`config.mk`:
```
export PLATFORM = sky130hd
export DESIGN_NAME = div_ctrl
export DESIGN_NICKNAME = d
export VERILOG_FILES = /design/src/rtl/div_pkg.sv /design/src/rtl/div_ctrl.sv
export SDC_FILE = /design/constraint.sdc
export NUM_CORES = 1
export LEC_CHECK = 0
export BUFFER_PORTS_ARGS = -buffer_cell sky130_fd_sc_hd__buf_2
export CORE_AREA = 2 2 39 41
export DETAILED_ROUTE_END_ITERATION = 16
export DIE_AREA = 0 0 41 43
export RECOVER_POWER = 100
export SETUP_SLACK_MARGIN = 0.3
export SYNTH_ARGS = -nofsm -noshare
export SYNTH_HDL_FRONTEND = slang
export SYNTH_SLANG_ARGS = --single-unit
```
`constraint.sdc`:
```
create_clock -name clk -period 1.3 [get_ports clk]
set_input_delay 0.065 -clock clk [delete_from_list [all_inputs] [get_ports clk]]
set_output_delay 0.065 -clock clk [all_outputs]
set_load 0.005 [all_outputs]
```
`src/rtl/div_pkg.sv`:
```
// Shared types and sizing for the 4-bit restoring-division controller.
// The datapath and its wrappers import this package as well.
package div_pkg;

  localparam int N_BITS = 4;
  localparam int CNT_W  = 2;

  // One SHIFT/SUB pair per quotient bit; the counter runs N_BITS-1 down to 0.
  localparam logic [CNT_W-1:0] CNT_INIT = CNT_W'(N_BITS - 1);

  typedef enum logic [1:0] {
    S_IDLE  = 2'd0,
    S_SHIFT = 2'd1,
    S_SUB   = 2'd2,
    S_DONE  = 2'd3
  } div_state_e;

  typedef struct packed {
    logic r_sclr;
    logic r_sl;
    logic r_e;
    logic a_sl;
    logic a_e;
    logic a_w;
    logic b_e;
    logic busy;
    logic done;
  } div_ctrl_t;

  localparam div_ctrl_t CTRL_NONE = '0;

endpackage

```
`src/rtl/div_ctrl.sv`:
```
// Control FSM for a 4-bit restoring divider: sequences the external R/A/B
// registers through one load cycle and four SHIFT/SUB iterations.
module div_ctrl
  import div_pkg::*;
(
  input  logic             clk,
  input  logic             reset,
  input  logic             start,
  input  logic             b_zero,
  input  logic             r_ge_b,
  output logic             r_sclr,
  output logic             r_sl,
  output logic             r_e,
  output logic             a_sl,
  output logic             a_e,
  output logic             a_w,
  output logic             b_e,
  output logic             busy,
  output logic             done,
  output logic             err,
  output div_state_e       dbg_state,
  output logic [CNT_W-1:0] dbg_cnt
);

  // Handshake: the requester raises start and holds it until it sees done;
  // done stays high while start stays high, and the FSM returns to IDLE on
  // the first cycle start is low. start is ignored while busy (no abort).

  div_state_e       state_q, state_d;
  logic [CNT_W-1:0] cnt_q, cnt_d;
  logic             err_q, err_d;
  div_ctrl_t        ctrl;

  always_ff @(posedge clk or posedge reset) begin
    if (reset) begin
      state_q <= S_IDLE;
      cnt_q   <= '0;
      err_q   <= 1'b0;
    end else begin
      state_q <= state_d;
      cnt_q   <= cnt_d;
      err_q   <= err_d;
    end
  end

  always_comb begin
    state_d = state_q;
    cnt_d   = cnt_q;
    err_d   = err_q;
    case (state_q)
      S_IDLE: begin
        if (start) begin
          if (b_zero) begin
            err_d   = 1'b1;
            state_d = S_DONE;
          end else begin
            err_d   = 1'b0;
            cnt_d   = CNT_INIT;
            state_d = S_SHIFT;
          end
        end
      end
      S_SHIFT: state_d = S_SUB;
      S_SUB: begin
        if (cnt_q == '0) begin
          state_d = S_DONE;
        end else begin
          cnt_d   = cnt_q - 1'b1;
          state_d = S_SHIFT;
        end
      end
      S_DONE: begin
        if (!start) state_d = S_IDLE;
      end
      default: state_d = S_IDLE;
    endcase
  end

  always_comb begin
    ctrl = CTRL_NONE;
    case (state_q)
      S_IDLE: begin
        if (start && !b_zero) begin
          ctrl.r_sclr = 1'b1;
          ctrl.r_e    = 1'b1;
          ctrl.a_sl   = 1'b1;
          ctrl.a_e    = 1'b1;
          ctrl.b_e    = 1'b1;
        end
      end
      S_SHIFT: begin
        ctrl.busy = 1'b1;
        ctrl.r_e  = 1'b1;
      end
      S_SUB: begin
        // Quotient bit and the restore decision both come from the comparator.
        ctrl.busy = 1'b1;
        ctrl.a_e  = 1'b1;
        ctrl.a_w  = r_ge_b;
        ctrl.r_e  = r_ge_b;
        ctrl.r_sl = r_ge_b;
      end
      S_DONE: ctrl.done = 1'b1;
      default: ctrl = CTRL_NONE;
    endcase
  end

  // Outputs are forced low for as long as reset is asserted.
  div_ctrl_t ctrl_out;
  assign ctrl_out  = reset ? CTRL_NONE : ctrl;

  assign r_sclr    = ctrl_out.r_sclr;
  assign r_sl      = ctrl_out.r_sl;
  assign r_e       = ctrl_out.r_e;
  assign a_sl      = ctrl_out.a_sl;
  assign a_e       = ctrl_out.a_e;
  assign a_w       = ctrl_out.a_w;
  assign b_e       = ctrl_out.b_e;
  assign busy      = ctrl_out.busy;
  assign done      = ctrl_out.done;
  assign err       = err_q;
  assign dbg_state = state_q;
  assign dbg_cnt   = cnt_q;

endmodule

```
==> flow_metrics.py <==
metrics = {
    "drt": {
        "vias": 487,
        "firstDrtPassIters": 4,
        "ant_nets": 0,
        "vias_per_cell": 5.073,
        "wl_per_cell_um": 13.25,
        "drc": 0,
        "routed_wirelength_mm": 1.272,
        "drt-initial-drc-count": 9,
    },
    "power_and_ir_drop": {
        "p_int_mw": 0.9589,
        "power.switching_mw": 0.6776,
        "combPwrFrac_pct": 72.0,
        "clkPwrFrac_pct": 10.4,
        "ir_drop_uv": 1156,
        "seqPwrFrac_pct": 17.6,
        "power_density_mw_per_mm2": 2299,
        "power.share.switching_pct": 41.41,
        "leakage_nw": 0.3601,
    },
    "die": {
        "io_pins": 19,
        "coreArea_mm2": 0.001384,
        "die_w_um": 41,
        "start_util_pct": 31.46,
        "die_h_um": 43,
        "row_count": 14,
        "die_area_mm2": 0.001763,
    },
    "synthesis": {
        "synth_top_cell_area_share_pct": 28.74,
        "synthCells": 50,
        "ys_ff_latch": 5,
        "synth_top_area_cell": "dfrtp_1",
        "synth_warnings": 0,
        "yosysUniqueCellTypes": 20,
        "avgSynthCellArea_um2": 8.708,
        "ys_top_cells_by_area": "dfrtp_1 29%, ha_1 17%, a21oi_1 5.7%",
        "syn_nets": 61,
        "ys_seq_area_share_pct": 28.74,
        "syn_area_um2": 435.4,
    },
    "timing": {
        "fin_tns_setup_ns": -1.186,
        "fin_crit_ns": 1.463,
        "slew-limit-headroom_pct": 83.48,
        "fin_ws_ns": -0.1633,
        "slew_viol_final": 0,
        "tightest_slew_ns": 0.2470,
        "setup_viol": 11,
        "fin_skew_ns": 0.001119,
        "grt_setup_unrepaired": "true",
        "finalHoldViolCount": 0,
        "fmax_mhz": 683.4,
        "fin_crit_sh_pct": 112.6,
    },
    "global_route": {
        "grt-ovfl-total": 0,
        "grt_max_degree": 8,
        "grt_first_pass_wirelength_mm": 1.911,
        "grt_pass1_vias": 457,
        "grtUsageTotal_pct": 16.90,
        "antenna_found_initial": 0,
    },
    "critical_path": {
        "path_buf_inv": 5,
        "cp_num_cells": 7,
        "r2r_end": "dbg_cnt[0]",
        "path_delay_family": "buffers and inverters",
        "r2r_slack_ns": -0.12,
        "cpPeakStageDelay_ns": 0.39,
        "critPathArrivalTime_ns": 1.40,
        "cp.required_ns": 1.24,
        "worstSetupEndpointType": "primary output",
        "ff2ff_path_depth": 6,
        "cp-start-kind": "flip-flop",
        "r2r_start": "dbg_state[0]",
        "critPathMaxFanout": 5,
        "criticalPathCategory": "flip-flop to primary output",
        "slowest_stage": "dfrtp_1",
        "path_cells": "inv_2 > buf_4 > ha_4 > inv_2 > buf_4 > a21oi_2 > buf_2",
    },
    "status": {
        "violations": "setup timing",
        "status": "finished with violations",
    },
    "clock_tree": {
        "cts_tree": "built",
        "root_buffer": "clkbuf_4",
        "cts_buffers": 3,
        "clkSinkCount": 5,
        "h-tree-depth": 1,
        "clk_latency_ns": 0.23,
        "clk_path_buf_depth": 2,
        "clkTransAtPathRegs_ns": 0.04,
    },
    "finish": {
        "areaGrowthSynthToFinish_pct": 63.51,
        "nets": 92,
        "finalNonFillerCells": 96,
        "multi_input_area_um2": 322.8,
        "n_fill_cell": 136,
        "layout-drive-gt1-share_pct": 61.25,
        "mostFrequentLayoutCells": "17 x buf_2, 9 x buf_4, 4 x a21oi_2, 4 x dfrtp_1",
        "register_area_um2": 126.4,
        "final_common_cell": "buf_2",
        "n_antenna_cell": 0,
    },
    "place": {
        "gp_congestion": 0.8073,
        "io_buffers": 18,
        "dpl.hpwl_um": 809.3,
        "dp_cells": 84,
    },
    "hold_path": {
        "hold_start": "b_zero",
        "holdPathEnd": "err",
        "hold_path.class": "input port to flip-flop",
        "holdPathStages": 2,
    },
    "run": {
        "maxCapViolCount": 0,
    },
}
## routing by layer
layer	track usage, %	wire length, µm	vias up	part of all wire [%]
li1	-	-	232	-
met1	16.83	503	227	40
met2	25.94	633	20	50
met3	4.188	63	8	5.0
met4	16.67	72	0	5.7
met5	0	0	-	0
## synthesized netlist by cell type (all sizes together)
master / instances
mux2i: 1
dfrtp: 5
and3: 1
nand2b: 1
a211o: 2
o22ai: 1
a2111o: 1
mux2: 1
ha: 6
o211a: 2
nand3b: 1
nor2b: 2
a211oi: 1
a21oi: 5
inv: 6
nor2: 4
nand2: 3
nand3: 2
buf: 5
## worst register-to-register path, stage by stage, from the launching register on
cell and delay [ns]:
dfrtp_1 0.39, inv_2 0.09, buf_4 0.12, ha_4 0.16, inv_2 0.05, a2111o_1 0.37, o211a_1 0.12
## state kept, by name, summed over array words and instances (netlist names)
signal / cells
dbg_cnt: 2
dbg_state: 2
err: 1
## cells by family (layout without fill, tap and decap cells)
group	after synthesis	in the layout	share of synthesized area, %
buffers and inverters	11	41	12.64
multiplexers	2	2	4.885
AND/OR/NAND/NOR	14	14	16.38
AO/OA/AOI/OAI	12	12	20.12
flip-flops	5	5	28.74
adder cells (fa/ha/maj)	6	6	17.24
## power by group through the flow
stage,combinational [mW],sequential [mW],clock (mW)
6_report,1.18,0.289,0.170
5_1_grt,1.28,0.299,0.194
4_1_cts,1.09,0.289,0.180
3_5_place_dp,0.916,0.312,0
3_3_place_gp,0.912,0.309,0
2_1_floorplan,0.591,0.327,0
## layout make-up
cell class / count / area share [%]
Clock buffer: 4 / 3.691
Multi-Input combinational cell: 34 / 45.34
Timing Repair Buffer: 31 / 27.24
Sequential cell: 5 / 17.75
Tap cell: 16 / 2.812
Inverter: 6 / 3.163
## how the worst max path moves through the flow
stage,start,to
detailed placement,dbg_state[1],r_e
global route,dbg_state[0],a_sl
finish,dbg_state[0],a_e
CTS,dbg_state[0],r_e
global placement,dbg_state[1],r_e
floorplan,dbg_state[0],dbg_cnt[0]
## timing repair
| action | 4_1_cts | 5_1_grt |
|---|---|---|
| gates resized for setup | 4 | 7 |
| hold endpoints to repair | 5 | 0 |
| pin swaps | 5 | 5 |
| buffers inserted | 7 | 0 |
| cloned | 0 | 0 |
| hold buffers | 1 | 0 |
| endpoints found under the setup margin | 15 | 15 |
## through the flow
stage / area [µm²] / setup slack [ns] / power (mW) / hold WS, ns / util [%]
finish: 711.9 / -0.1633 / 1.637 / 0.1103 / 51.45
global route: 711.9 / -0.2412 / 1.776 / 0.1059 / 51.45
CTS: 693.2 / -0.1535 / 1.562 / 0.08841 / 50.09
detailed placement: 588.1 / -0.01989 / 1.228 / 0.06108 / 42.50
global placement: 588.1 / -0.01501 / 1.222 / 0.05973 / 42.50
floorplan: 485.5 / -0.04879 / 0.9184 / -0.1510 / -
No activity file was read; power rests on OpenSTA's default activity.
